### config.mk
export PLATFORM = sky130hd
export DESIGN_NAME = can_tx_mailbox_slave
export DESIGN_NICKNAME = d
export VERILOG_FILES = /design/src/rtl/can_tx_mailbox_slave.sv
export SDC_FILE = /design/constraint.sdc
export NUM_CORES = 1
export LEC_CHECK = 0
export CORE_ASPECT_RATIO = 1.1
export CORE_MARGIN = 8
export CORE_UTILIZATION = 57
export DETAILED_ROUTE_END_ITERATION = 8
export PLACE_DENSITY = 0.9
export REMOVE_ABC_BUFFERS = 1
export SLEW_MARGIN = 10
export SYNTH_ARGS = -nofsm -noshare
export SYNTH_HDL_FRONTEND = slang
export SYNTH_SLANG_ARGS = --single-unit
export TNS_END_PERCENT = 30
### constraint.sdc
create_clock -name HCLK -period 5.7 [get_ports HCLK]
set_input_delay 0.57 -clock HCLK [delete_from_list [all_inputs] [get_ports HCLK]]
set_output_delay 0.57 -clock HCLK [all_outputs]
set_load 0.005 [all_outputs]
### src/rtl/can_tx_mailbox_slave.sv
// ---------------------------------------------------------------------------
// can_tx_mailbox_slave
//
// AHB slave that stages CAN transmit frames for the protocol core.
// Software fills the TXID / TXDATA_LO / TXDATA_HI staging registers and
// then writes COMMIT to copy the staged frame into a DEPTH-entry FIFO.
// The FIFO head is presented to the CAN core through a valid/ready
// handshake, and completed transmissions are counted in DONECNT.
//
// Ports
//   HCLK      bus clock, rising edge
//   HRESET    asynchronous reset, active-high
//   HADDR     slave-local byte address (address phase)
//   HTRANS    AHB transfer type, bit1 = active transfer
//   HWRITE    1 = write, 0 = read (address phase)
//   HWDATA    write data (data phase)
//   HRDATA    read data (data phase), 0 when no read is in its data phase
//   tx_valid  FIFO head holds a frame
//   tx_id     head frame identifier
//   tx_rtr    head remote-request flag
//   tx_dlc    head data length, already clamped to 0..8
//   tx_data   head payload, byte0 in [7:0]
//   tx_ready  core accepts the head frame on this edge
//   tx_done   one-cycle pulse per frame sent on the bus
//
// Register map (byte addresses)
//   0x00 TXID      R/W  [10:0] id, [11] rtr, [19:16] dlc
//   0x04 TXDATA_LO R/W  bytes 0..3
//   0x08 TXDATA_HI R/W  bytes 4..7
//   0x0C CTRL      W    bit0 COMMIT, bit1 FLUSH (self-clearing, reads 0)
//   0x10 STATUS    R    [4:0] count, [8] full, [9] empty, [16] overflow
//   0x14 DONECNT   R    [15:0] tx_done count
// ---------------------------------------------------------------------------
module can_tx_mailbox_slave #(
   parameter int DEPTH  = 4,
   parameter int ADDR_W = 16
) (
   input  logic              HCLK,
   input  logic              HRESET,
   input  logic [ADDR_W-1:0] HADDR,
   input  logic [1:0]        HTRANS,
   input  logic              HWRITE,
   input  logic [31:0]       HWDATA,
   output logic [31:0]       HRDATA,
   output logic              tx_valid,
   output logic [10:0]       tx_id,
   output logic              tx_rtr,
   output logic [3:0]        tx_dlc,
   output logic [63:0]       tx_data,
   input  logic              tx_ready,
   input  logic              tx_done
);

   localparam int PW = (DEPTH > 1) ? $clog2(DEPTH) : 1;
   localparam int CW = PW + 1;
   localparam int FW = 80;   // frame = {id[10:0], rtr, dlc[3:0], data[63:0]}

   localparam logic [ADDR_W-1:0] A_TXID    = ADDR_W'(16'h0000);
   localparam logic [ADDR_W-1:0] A_DATA_LO = ADDR_W'(16'h0004);
   localparam logic [ADDR_W-1:0] A_DATA_HI = ADDR_W'(16'h0008);
   localparam logic [ADDR_W-1:0] A_CTRL    = ADDR_W'(16'h000C);
   localparam logic [ADDR_W-1:0] A_STATUS  = ADDR_W'(16'h0010);
   localparam logic [ADDR_W-1:0] A_DONECNT = ADDR_W'(16'h0014);

   localparam logic [CW-1:0] DEPTH_C = CW'(DEPTH);

   // Data length codes above 8 still mean 8 bytes on the wire.
   function automatic logic [3:0] clamp_dlc(input logic [3:0] dlc);
      return (dlc > 4'd8) ? 4'd8 : dlc;
   endfunction

   // HTRANS[0] only distinguishes SEQ from NONSEQ, which this slave ignores.
   logic unused_bits;
   assign unused_bits = HTRANS[0];

   // ---- address phase -> data phase (p1) ----
   logic              vld_p1;
   logic              write_p1;
   logic [ADDR_W-1:0] addr_p1;

   always_ff @(posedge HCLK or posedge HRESET) begin
      if (HRESET) begin
         vld_p1   <= 1'b0;
         write_p1 <= 1'b0;
         addr_p1  <= '0;
      end else begin
         vld_p1 <= HTRANS[1];
         if (HTRANS[1]) begin
            write_p1 <= HWRITE;
            addr_p1  <= HADDR;
         end
      end
   end

   logic wr_p1, rd_p1;
   assign wr_p1 = vld_p1 & write_p1;
   assign rd_p1 = vld_p1 & ~write_p1;

   // ---- staging registers ----
   logic [10:0] stg_id;
   logic        stg_rtr;
   logic [3:0]  stg_dlc;
   logic [31:0] stg_lo;
   logic [31:0] stg_hi;

   always_ff @(posedge HCLK or posedge HRESET) begin
      if (HRESET) begin
         stg_id  <= '0;
         stg_rtr <= 1'b0;
         stg_dlc <= '0;
         stg_lo  <= '0;
         stg_hi  <= '0;
      end else if (wr_p1) begin
         if (addr_p1 == A_TXID) begin
            stg_id  <= HWDATA[10:0];
            stg_rtr <= HWDATA[11];
            stg_dlc <= HWDATA[19:16];
         end
         if (addr_p1 == A_DATA_LO) stg_lo <= HWDATA;
         if (addr_p1 == A_DATA_HI) stg_hi <= HWDATA;
      end
   end

   // ---- FIFO control ----
   logic [PW-1:0] wr_ptr, rd_ptr;
   logic [CW-1:0] count;
   logic          overflow;
   logic          full, empty;
   logic          commit_req, flush_req, pop, push_ok, ovf_set, status_rd;

   assign full       = (count == DEPTH_C);
   assign empty      = (count == '0);
   assign commit_req = wr_p1 && (addr_p1 == A_CTRL) && HWDATA[0];
   assign flush_req  = wr_p1 && (addr_p1 == A_CTRL) && HWDATA[1];
   assign pop        = tx_valid & tx_ready;
   // A pop on the same edge frees a slot, so a commit at full still fits.
   assign push_ok    = commit_req & ~flush_req & (~full | pop);
   assign ovf_set    = commit_req & ~flush_req & full & ~pop;
   assign status_rd  = rd_p1 && (addr_p1 == A_STATUS);

   always_ff @(posedge HCLK or posedge HRESET) begin
      if (HRESET) begin
         wr_ptr   <= '0;
         rd_ptr   <= '0;
         count    <= '0;
         overflow <= 1'b0;
      end else begin
         if (flush_req) begin
            wr_ptr <= '0;
            rd_ptr <= '0;
            count  <= '0;
         end else begin
            if (push_ok) wr_ptr <= wr_ptr + PW'(1);
            if (pop)     rd_ptr <= rd_ptr + PW'(1);
            case ({push_ok, pop})
               2'b10:   count <= count + CW'(1);
               2'b01:   count <= count - CW'(1);
               default: count <= count;
            endcase
         end
         // A new overflow on the clearing read's edge must not be lost.
         if (ovf_set)        overflow <= 1'b1;
         else if (status_rd) overflow <= 1'b0;
      end
   end

   // ---- FIFO storage ----
   logic [FW-1:0] fifo_mem [DEPTH];
   logic [FW-1:0] frame_in;
   logic [FW-1:0] head;

   assign frame_in = {stg_id, stg_rtr, clamp_dlc(stg_dlc), stg_hi, stg_lo};

   always_ff @(posedge HCLK) begin
      if (push_ok) fifo_mem[wr_ptr] <= frame_in;
   end

   assign head     = fifo_mem[rd_ptr];
   assign tx_valid = ~empty;
   // Gate with tx_valid so the core never sees stale or uninitialised slots.
   assign tx_id    = tx_valid ? head[79:69] : '0;
   assign tx_rtr   = tx_valid & head[68];
   assign tx_dlc   = tx_valid ? head[67:64] : '0;
   assign tx_data  = tx_valid ? head[63:0]  : '0;

   // ---- completed-transmission counter ----
   logic [15:0] done_cnt;

   always_ff @(posedge HCLK or posedge HRESET) begin
      if (HRESET)       done_cnt <= '0;
      else if (tx_done) done_cnt <= done_cnt + 16'd1;
   end

   // ---- read mux (data phase) ----
   always_comb begin
      HRDATA = '0;
      if (rd_p1) begin
         case (addr_p1)
            A_TXID:    HRDATA = {12'b0, stg_dlc, 4'b0, stg_rtr, stg_id};
            A_DATA_LO: HRDATA = stg_lo;
            A_DATA_HI: HRDATA = stg_hi;
            A_STATUS:  HRDATA = {15'b0, overflow, 6'b0, empty, full, 3'b0, 5'(count)};
            A_DONECNT: HRDATA = {16'b0, done_cnt};
            default:   HRDATA = '0;
         endcase
      end
   end

endmodule

# After elaboration in Yosys (flattened, before gate mapping)
# Memory sizes are Yosys's and may differ from the RTL's.
# Index checks and enable logic that the tools add are counted.
dict set report word_totals {
  register_bits 122
  ramBits 320
  in_bits 55
  elab_cells 71
  mem_count 1
}
dict set report classes {
  add_sub_neg 5
  magnitude_cmp 1
  n_eq_ne 8
  mux 16
  bitwise 14
  reduce_logical 13
}
# name depth word_bits read_ports rd_ports_with_merged_regs wr line
set mem_list {}
lappend mem_list {fifo_mem 4 80 1 0 1 168} ;# logic [FW-1:0] fifo_mem [DEPTH];
# cell n
set ops {}
lappend ops {{32-bit case mux with 5 select lines} 1}
lappend ops {{64-bit 2-to-1 mux} 1}
lappend ops {{16-bit by 4-bit == test with 1-bit output (second input constant)} 2}
lappend ops {{16-bit by 5-bit == test with 1-bit output (second input constant)} 2}
lappend ops {{32-bit 2-to-1 mux} 1}
lappend ops {{16-bit by 1-bit adder with 16-bit output (second input constant)} 1}
lappend ops {{16-bit by 3-bit == test with 1-bit output (second input constant)} 1}
lappend ops {{16-bit logical NOT} 1}
lappend ops {{11-bit 2-to-1 mux} 1}
lappend ops {{1-bit bitwise AND} 8}
lappend ops {{2-bit 2-to-1 mux} 4}
lappend ops {{4-bit 2-to-1 mux} 2}
lappend ops {{3-bit case mux with 2 select lines} 1}
lappend ops {{2-bit AND reduction} 3}
lappend ops {{2-bit nonzero test} 3}
lappend ops {{1-bit inverter} 5}
lappend ops {{2-bit by 1-bit adder with 2-bit output (second input constant)} 2}
lappend ops {{4-bit greater-than comparator (second input constant)} 1}
lappend ops {{1-bit logical AND} 4}
lappend ops {{1-bit 2-to-1 mux} 4}
lappend ops {{3-bit by 1-bit adder with 3-bit output (second input constant)} 1}
lappend ops {{3-bit == test (second input constant)} 1}
lappend ops {{3-bit logical NOT} 1}
lappend ops {{3-bit 2-to-1 mux} 1}
lappend ops {{other kinds (5)} 5}

# Depth between registers and ports, before layout
# Gate-level depths: netlist (run 1).
dict set report depth {
  ltp_word 9
  depth_mapped 8
  ltp_nobuf 8
}

# Least setup slack after synthesis (run 1)
# No wires, ideal clock.
dict set report synth_path {
  path_kind {register to register}
  from {register addr_p1[12]}
  to {memory fifo_mem[0][0] (enable)}
  t_arrival_ns 3.745
  required_time_ns 5.253
  setup_slack_ns 1.508
  stages_incl_launch_ff 7
  synth_period_minus_slack_ns 4.192
  path_cell_list {dfrtp_1 > or4_4 > or3b_1 > nor3b_1 > and3_1 > clkbuf_1 > and2_1}
}
dict set report synth_via {
  elab_chain_len 8
  word_cells_on_any_way 9
  classes_between {eq/ne: 1; mux: 2; bitwise: 3; reduce/logical: 3}
}
# item line
set synth_lines {}
lappend synth_lines {{from (decl)} 79} ;# logic [ADDR_W-1:0] addr_p1;
lappend synth_lines {{from (signal assigned)} 85} ;# addr_p1 <= '0;
lappend synth_lines {{from (signal assigned)} 90} ;# addr_p1 <= HADDR;
lappend synth_lines {{16-bit by 4-bit == test with 1-bit output (*)} {133, 134}}
lappend synth_lines {{1-bit logical AND (*)} {133, 134}}
lappend synth_lines {{1-bit logical AND} 134} ;# assign flush_req = wr_p1 && (addr_p1 == A_CTRL) && HWDATA[1];
lappend synth_lines {{1-bit inverter} 137} ;# assign push_ok = commit_req & ~flush_req & (~full | pop);
lappend synth_lines {{1-bit bitwise AND (*) (2 in series)} 137}
lappend synth_lines {{1-bit 2-to-1 mux (*)} 175} ;# if (push_ok) fifo_mem[wr_ptr] <= frame_in;
lappend synth_lines {{1-bit 2-to-1 mux (implied by the code) (*)} 175}
lappend synth_lines {{to (decl)} 168}
# Mark *: on every way between the ends. The rest lies on a longest branch, timed or not.

# Worst setup path after layout (run 1)
dict set report layout_path {
  from {register addr_p1[12]}
  to {output HRDATA[9]}
}
dict set report layout_via {
  elab_chain_len 3
  word_cells_on_any_way 7
  classes_between {eq/ne: 4; mux: 2; reduce/logical: 1}
}
# item line
set layout_lines {}
lappend layout_lines {{16-bit by 5-bit == test with 1-bit output (tied with other cells)} 198} ;# case (addr_p1)
lappend layout_lines {{32-bit case mux with 5 select lines (*)} 198}
lappend layout_lines {{32-bit 2-to-1 mux (*)} 197} ;# if (rd_p1) begin
lappend layout_lines {{to (decl)} 44} ;# output logic [31:0] HRDATA,
# Marks and branches as above.

==> flow_summary.yaml, run 1 <==
timing:
  setup_violations: 0
  slew_violations: 0
  hold_violations: 0
  setup_tns_ps: 0
  timing.final.crit_share: 0.773
  fin_crit_ps: 4400
  worst_pin_slew_ps: 1160
  finClkSkew_ps: 16.0
  fmax_ghz: 0.227
  slew_headroom: 0.226
  rsz0062_at_grt: "no"
floorplan:
  die_y_um: 201
  die_w_um: 185
  dieArea_mm2: 0.0372
  rows: 68
  io_pins: 168
  core_area_mm2: 0.0311
  initial_core_util: 0.574
power:
  p_leak_nw: 7.93
  power.density_mw_per_mm2: 381
  max-vdd-ir-drop_uv: 223
placed_design:
  gp_congestion: 0.778
  io_buffers: 166
  dpl.cell_count: 1511
  hpwl_mm: 22.9
synthesis:
  synth_most_common_cell: "edfxtp_1"
  ys_types: 51
  synth.cells.most_frequent: "edfxtp_1 (320), dfrtp_1 (122), and2_1 (85), mux4_2 (80), nand2_1 (39)"
  yosys.area.top_type: "edfxtp_1"
  ys_seq_area_frac: 0.711
  netlist_area_mm2: 0.0178
  synth-seq-cells: 442
  synth_top_area_frac: 0.539
  postSynthCellCount: 966
  yosysWarnings: 0
  synth_edf_count: 320
  async_reset_ff_frac: 0.276
  synthTopCellsByArea: "edfxtp_1 (54%), dfrtp_1 (17%), mux4_2 (10%), and2_1 (3.0%), mux2_4 (2.5%)"
  ys.flop_type: "edfxtp_1"
  synth.avg_cell_area_um2: 18.4
worst_setup_path:
  critPathBufInv: 1
  required_ps: 5130
  path_max_fanout: 16
  critPathLaunchType: "flop"
  worstPathArrival_ps: 3830
  r2r_slack_ps: 1940
  slowest_delay_ps: 870
  cp_slowest_cell: "and2_1"
  cp_cell_sequence: "or4_4 > nor4_4 > and2_1 > a21oi_1 > a31oi_1 > clkdlybuf4s50_1"
  path_delay_family: "simple AND/OR/NAND/NOR gates"
  worstSetupPathType: "reg -> out"
  end_kind: "output port"
grt:
  met3_usage: 0.0397
  use_met2: 0.367
  grt_start_max_net_pins: 78
  first_global_vias: 10154
  antenna_found_initial: 0
  grt_overflow_total: 0
  use_met1: 0.265
  grt_usage: 0.211
  grt.busiest_layer: "met2"
  grt_pass1_wl_mm: 59.8
routing:
  num_vias: 9435
  drtIter0Drc: 701
  wl_per_cell_um: 24.3
  first_pass_iters: 6
  wirelength_mm: 38.6
  viasPerCell: 5.94
  drc: 0
  final_antenna_net_count: 0
cts:
  holdBufCountCts: 0
  numCtsBuffers: 42
  ctsResizeCount: 0
  cts_tree: "done"
  clock_sinks: 442
  clk_pin_slew_ps: 60
  cts_max_level: 2
  cts_setup_buffers: 0
  ctsLongestPathBuffers: 3
  clk_latency_ps: 530
  cts_root_buffer: "clkbuf_16"
final_layout:
  fin_cells: 1588
  finalNetCount: 1196
  area_delta_synth_final_pct: 19.5
  antenna_cells: 0
  drive_gt1_frac: 0.217
  fillCellCount: 1938
outcome:
  status: "finished clean"
hold_path:
  hold_class: "reg -> reg"
run:
  cap_violations: 0
## cells by family after synthesis
| kind of cell | Yosys count | share of synthesized area |
|---|---|---|
| buffers and inverters | 62 | 0.0164 |
| and+or+nand+nor | 192 | 0.0626 |
| DFF | 442 | 0.711 |
| muxes | 180 | 0.171 |
| xor gates and xnor gates | 19 | 0.00934 |
| adders and majority gates | 6 | 0.00464 |
| AOI/OAI and AO/OA | 65 | 0.0256 |
## layout make-up
class	count	area, um2	area share
clock buffers	55	1180	0.0555
clock inverters	22	194	0.00911
inverters	6	27.5	0.00129
multi-input cells	462	4900	0.230
flip-flops and latches	442	12700	0.595
well taps	420	526	0.0247
repair buffers	181	1790	0.0839
## final timing paths
path                       cells past startpoint          from               to
min in group asynchronous                      2        HRESET        stg_id[1]
setup / recovery                               6   addr_p1[12]        HRDATA[9]
hold reg to reg                                1  done_cnt[15]     done_cnt[15]
hold / removal                                 1  done_cnt[15]     done_cnt[15]
setup reg to reg                               6   addr_p1[12]  fifo_mem[3][61]
max in group asynchronous                      3        HRESET       stg_lo[12]
## sequential cells by signal, summed over array words and instances (netlist names)
signal and cells:
stg_lo 32, vld_p1 1, done_cnt 16, stg_dlc 4, stg_id 11, overflow 1
fifo_mem 320, stg_hi 32, wr_ptr 2, write_p1 1, rd_ptr 2, count 3
addr_p1 16, stg_rtr 1
## per-stage QoR
| step | instance area [um2] | power [mW] | util | hold WS [ps] | setup WS, ps |
|---|---|---|---|---|---|
| finish | 21300 | 8.12 | 0.685 | 477 | 1300 |
| global route | 21300 | 8.41 | 0.685 | 479 | 1120 |
| CTS | 21300 | 8.20 | 0.685 | 475 | 1270 |
| detailed placement | 19900 | 5.47 | 0.641 | 466 | 1840 |
| global placement | 19900 | 5.43 | 0.641 | 461 | 1890 |
| floorplan | 17500 | 4.69 | - | 445 | 1120 |
## where the power goes
part	switching, mW	internal, mW
clock network	1.15	1.60
registers	0.292	3.50
logic	0.553	1.03
## layer usage
| metal | wire (um) | vias up | part of all wire |
|---|---|---|---|
| li1 | - | 4081 | - |
| met4 | 961 | 0 | 0.025 |
| met1 | 15000 | 4904 | 0.39 |
| met2 | 20000 | 374 | 0.52 |
| met5 | 0 | - | 0 |
| met3 | 2640 | 76 | 0.068 |
## cells in the final DEF, fill, tap and decap left out, types with 3 or more instances in the layout
| master | n |
|---|---|
| mux2_2 | 37 |
| nand4_1 | 3 |
| nor2b_1 | 5 |
| ha_1 | 5 |
| edfxtp_1 | 320 |
| mux4_2 | 80 |
| nand2_1 | 39 |
| clkbuf_1 | 6 |
| mux2_1 | 32 |
| clkinv_1 | 3 |
| clkbuf_8 | 6 |
| mux2_4 | 30 |
| a22oi_1 | 33 |
| and3_1 | 7 |
| a31oi_1 | 15 |
| bufinv_16 | 3 |
| nor2_1 | 24 |
| inv_1 | 5 |
| buf_4 | 14 |
| a21oi_1 | 8 |
| or4_4 | 3 |
| and2_1 | 81 |
| dfrtp_1 | 120 |
| clkbuf_16 | 43 |
| clkinv_2 | 12 |
| xnor2_1 | 14 |
| clkdlybuf4s50_1 | 166 |
| and2_4 | 4 |
| xor2_1 | 5 |
| nand3_1 | 6 |
(Power assumes the default switching activity.)
==> run 2: changes to the inputs <==
- CORE_UTILIZATION: 57 -> 52
- PLACE_DENSITY: 0.9 -> 0.87
- clock period: 5.7 -> 3.8 ns (I/O delays scaled with it)
==> run 2 against run 1 <==
Clock skew is essentially flat. Utilization decreased by 4.6 points. Final cell count is 2.9% higher. Cell area rose by 2.2%. First-iteration DRC count shrank 10%. Power rose by 51%. Hold slack worse by 46 ps. Flip-flop and latch count did not move. Worst setup slack got worse by 1100 ps. Highest routed layer is now met5.
==> flow_summary.yaml, run 2 (synthesis results as in run 1) <==
power:
  pwr-share-comb: 0.212
  pwr-share-clk: 0.338
  power.total_mw: 12.3
  power.density_mw_per_mm2: 564
  max-vdd-ir-drop_uv: 382
  p_leak_nw: 8.22
  p_sw_mw: 2.99
  intPower_mw: 9.29
  pwr-share-seq: 0.450
  swShare: 0.243
timing:
  timing.final.ws_setup_ps: 153
  slew_headroom: 0.359
  timing.final.crit_share: 0.960
  setup_violations: 0
  fin_crit_ps: 3650
  finClkSkew_ps: 15.5
  worst_pin_slew_ps: 962
  fmax_ghz: 0.274
  setup_tns_ps: 0
  slew_violations: 0
  hold_violations: 0
floorplan:
  die_w_um: 192
  rows: 71
  initial_core_util: 0.524
  io_pins: 168
  dieArea_mm2: 0.0404
  die_y_um: 210
  core_area_mm2: 0.0340
routing:
  viasPerCell: 5.84
  wl_per_cell_um: 24.7
  wirelength_mm: 40.3
  num_vias: 9540
  drtIter0Drc: 630
  final_antenna_net_count: 0
  first_pass_iters: 5
  drc: 0
final_layout:
  final_common_cell: "edfxtp_1"
  largest_reg_flops: 320
  seq_area_mm2: 0.0127
  fillCellCount: 2268
  design_area_mm2: 0.0218
  finalNetCount: 1223
  layout_common_cells: "edfxtp_1 (320), clkdlybuf4s50_1 (151), dfrtp_1 (120)"
  antenna_cells: 0
  regMostFlops: "fifo_mem"
  drive_gt1_frac: 0.237
  area_delta_synth_final_pct: 22.1
  multi_input_area_mm2: 0.00495
  top_regs: "fifo_mem x320, stg_hi x32, stg_lo x32"
  fin_util: 0.639
cts:
  ctsLongestPathBuffers: 3
  clk_latency_ps: 540
  cts_max_level: 2
  clock_sinks: 442
  cts_tree: "done"
  holdBufCountCts: 0
  cts_root_buffer: "clkbuf_16"
  numCtsBuffers: 42
  clk_pin_slew_ps: 60
grt:
  grt_usage: 0.201
  grt_start_max_net_pins: 98
  first_global_vias: 10319
  antenna_found_initial: 1
  grt_pass1_wl_mm: 61.7
  grt_overflow_total: 0
placed_design:
  post-place-ws_ps: 372
  hpwl_mm: 24.5
  io_buffers: 166
  gp_congestion: 0.764
  dpl_cell_area_mm2: 0.0202
worst_setup_path:
  r2r-start: "addr_p1[14]"
  critPathLaunchType: "flop"
  end_kind: "output port"
  crit_path_start: "addr_p1[14]"
  worstSetupPathType: "reg -> out"
  worstPathArrival_ps: 3270
  required_ps: 3420
  path_max_fanout: 8
run:
  cap_violations: 0
hold_path:
  hold_class: "in -> async"
outcome:
  status: "finished clean"
[run 2: cell count changes in the layout (fill, tap and decap cells not counted), sizes merged]
cell / change
clkbuf: +5
bufbuf: +1
clkinv: -1
dlygate4sd2: +14
clkinvlp: -2
dlymetal6s2s: +1
inv: -1
buf: +26
clkdlybuf4s50: -15
[run 2: timing repair]
action                     CTS  global route
resized for setup           30             5
buffers inserted             3             2
setup endpoints to repair   28            18
cloned                       1             0
pin swaps                    6             4
[run 2: power groups by stage]
stage / registers [mW] / clock network (mW) / logic [mW]
finish: 5.52 / 4.15 / 2.61
global route: 5.55 / 4.39 / 2.79
CTS: 5.52 / 4.22 / 2.67
detailed placement: 5.62 / 0 / 2.65
global placement: 5.61 / 0 / 2.61
floorplan: 5.73 / 0 / 1.31
[run 2: worst max-delay path: stages (launching register included)]
cell,delay [ps]
dfrtp_1,380
or4_4,540
or3b_4,420
nor4_4,160
buf_6,170
o21ai_4,120
bufbuf_16,320
nor2_1,120
clkdlybuf4s50_1,510
[run 2: final cells by class]
type	count	share of cell area
tap	438	0.0252
multi-input combinational	462	0.228
sequential	442	0.582
inverter	6	0.00127
clock inverter	18	0.00719
timing repair buffer	208	0.0998
clock buffer	60	0.0566
[run 2: through the flow]
stage               hold WS [ps]  instances
floorplan                    411        910
detailed placement           467       1550
global placement             462       1550
CTS                          422       1632
global route                 435       1634
finish                       431       1634
[run 2: metal layers]
metal,part of all wire,vias up,global-route usage
met5,0.00032,-,0
met4,0.020,2,0.0609
met3,0.065,59,0.0403
met2,0.52,325,0.343
met1,0.39,5022,0.259
li1,-,4132,-
[run 2: final timing paths]
| path | end | slack (ps) | cells past startpoint |
|---|---|---|---|
| min | stg_lo[30] | 430 | 2 |
| min reg2reg | done_cnt[15] | 480 | 1 |
| max | HRDATA[26] | 150 | 8 |
| max reg2reg | fifo_mem[3][24] | 740 | 6 |
| max in group asynchronous | stg_hi[13] | 2540 | 3 |
| min in group HCLK | addr_p1[15] | 450 | 2 |
==> run 3: changes to the inputs <==
- ABC_AREA: not set -> 1
- clock period: 3.8 -> 3.2 ns (I/O delays scaled with it)
==> run 3 against run 2 <==
Critical path depth is 3 higher. Clock skew is 2.1 ps higher. Hold slack worse by 130 ps. Register-to-register slack worse by 20 ps. Combinational power is 110% higher. Clock power is 12% higher. Critical endpoint is now HRDATA[8].
==> flow_summary.yaml, run 3 <==
outcome:
  status: "finished clean"
grt:
  antenna_found_initial: 3
  grt_usage: 0.230
  grt_pass1_wl_mm: 75.2
  grt_start_max_net_pins: 107
  first_global_vias: 13767
  grt_overflow_total: 0
cts:
  cts_root_buffer: "clkbuf_16"
  clk_latency_ps: 540
  ctsLongestPathBuffers: 3
  clk_pin_slew_ps: 60
  clock_sinks: 442
  cts_max_level: 2
  numCtsBuffers: 42
  cts_tree: "done"
floorplan:
  die_y_um: 213
  die_w_um: 195
  initial_core_util: 0.525
  core_area_mm2: 0.0350
  rows: 72
  dieArea_mm2: 0.0416
  io_pins: 168
synthesis:
  synthTopCellsByArea: "edfxtp_1 (52%), dfrtp_1 (17%), nor2_1 (8.3%), o21ai_0 (6.5%), nand2_1 (3.8%)"
  synth.cells.most_frequent: "nor2_1 (408), edfxtp_1 (320), o21ai_0 (240), nand2_1 (184), dfrtp_1 (122)"
  synth_top_area_frac: 0.523
  yosys.area.top_type: "edfxtp_1"
  synth_most_common_cell: "nor2_1"
  async_reset_ff_frac: 0.276
  ys_types: 34
  ys_seq_area_frac: 0.689
  synth_edf_count: 320
  ys.flop_type: "edfxtp_1"
  postSynthCellCount: 1721
  synth.avg_cell_area_um2: 10.7
  synth-seq-cells: 442
  netlist_area_mm2: 0.0184
  yosysWarnings: 0
final_layout:
  regMostFlops: "fifo_mem"
  fillCellCount: 2528
  area_delta_synth_final_pct: 21.1
  final_common_cell: "nor2_1"
  design_area_mm2: 0.0223
  multi_input_area_mm2: 0.00504
  drive_gt1_frac: 0.0899
  seq_area_mm2: 0.0127
  fin_cells: 2372
  largest_reg_flops: 320
  top_regs: "fifo_mem x320, stg_hi x32, stg_lo x32"
  layout_common_cells: "nor2_1 (385), edfxtp_1 (320), o21ai_0 (235)"
  finalNetCount: 1953
routing:
  first_pass_iters: 5
  drc: 0
  final_antenna_net_count: 0
  num_vias: 13654
  wirelength_mm: 48.7
  wl_per_cell_um: 20.5
  viasPerCell: 5.76
  drtIter0Drc: 1322
timing:
  hold_ws_ps: 301
  worst_pin_slew_ps: 785
  timing.final.ws_setup_ps: 54.5
  hold_violations: 0
  finClkSkew_ps: 17.6
  slew_violations: 0
  fin_crit_ps: 3150
  slew_headroom: 0.477
  timing.final.crit_share: 0.983
  rsz0062_at_grt: "yes"
  setup_violations: 0
  fmax_ghz: 0.318
placed_design:
  dpl.cell_count: 2277
  dpl_cell_area_mm2: 0.0207
  post-place-ws_ps: 311
  gp_congestion: 0.893
  io_buffers: 166
  hpwl_mm: 28.2
worst_setup_path:
  path_max_fanout: 13
  critPathLaunchType: "flop"
  cp_slowest_cell: "clkdlybuf4s50_1"
  required_ps: 2880
  critPathBufInv: 4
  slowest_delay_ps: 530
  worstPathArrival_ps: 2830
  cp_cell_sequence: "inv_1 > nand2_1 > nor2_4 > inv_1 > nor3_2 > buf_4 > nand2_1 > nand3_1 > nor2_1 > nor2_2 > clkdlybuf4s50_1"
  worstSetupPathType: "reg -> out"
  end_kind: "output port"
  path_delay_family: "buffers and inverters"
power:
  power.density_mw_per_mm2: 736
  p_leak_nw: 7.69
  max-vdd-ir-drop_uv: 575
  power.total_mw: 16.4
hold_path:
  hold_class: "in -> async"
run:
  cap_violations: 0
-- run 3: worst register-to-register path, stage by stage, from the launching register on --
cell	delay (ps)
dfrtp_1	390
inv_1	70
nand2_1	60
nor2_1	130
nand2_2	120
buf_4	160
nor2_4	90
buf_4	170
nand4_1	100
buf_4	210
nor2_4	120
buf_12	440
-- run 3: logic make-up after synthesis --
family | after synthesis | synth area share
flops | 442 | 0.689
buf+inv | 211 | 0.0478
simple gates | 687 | 0.152
fa+ha+maj | 6 | 0.00449
xor+xnor | 14 | 0.00667
compound gates | 359 | 0.0992
mux | 2 | 0.00122
-- run 3: layout make-up --
cell class,count,area share
Multi-Input combinational cell,1071,0.226
Inverter,117,0.0204
Timing Repair Buffer,218,0.102
Sequential cell,442,0.569
Clock buffer,57,0.0520
Clock inverter,20,0.00578
Tap cell,444,0.0249
Antenna cell,3,0.000337
-- run 3: worst paths after layout --
| check | startpoint | end | slack [ps] | cells past startpoint |
|---|---|---|---|---|
| min in group HCLK | HADDR[8] | addr_p1[8] | 350 | 3 |
| max in group asynchronous | HRESET | stg_hi[23] | 2190 | 3 |
| hold / removal | HRESET | stg_id[7] | 300 | 2 |
| setup / recovery | addr_p1[7] | HRDATA[8] | 50 | 11 |
| setup reg to reg | addr_p1[9] | fifo_mem[2][72] | 720 | 11 |
| hold reg to reg | done_cnt[15] | done_cnt[15] | 490 | 2 |
-- run 3: metrics by stage --
step | TNS, ps | utilization
2_1_floorplan | -896750 | -
3_3_place_gp | 0 | 0.590
3_5_place_dp | 0 | 0.590
4_1_cts | 0 | 0.632
5_1_grt | -145 | 0.636
6_report | 0 | 0.636
-- run 3: per-layer routing --
layer,GRT usage,routed length (um),vias to the layer above
li1,-,-,6169
met1,0.279,18100,6611
met2,0.397,24000,714
met3,0.0438,4370,160
met4,0.109,2220,0
met5,0,0,-
-- run 3: timing repair --
action                                  in CTS  in global routing
cloned                                       3                  0
endpoints found under the setup margin      32                 32
pin swaps                                    5                  4
buffers inserted                             8                  4
hold buffers                                 0                  0
resized for setup                           19                 31
-- run 3: report_power, final --
| group | internal (mW) | total [mW] | switching (mW) |
|---|---|---|---|
| Sequential | 6.20 | 6.38 | 0.182 |
| Combinational | 2.40 | 5.36 | 2.97 |
| Clock | 2.62 | 4.66 | 2.04 |
| Total | 11.2 | 16.4 | 5.19 |
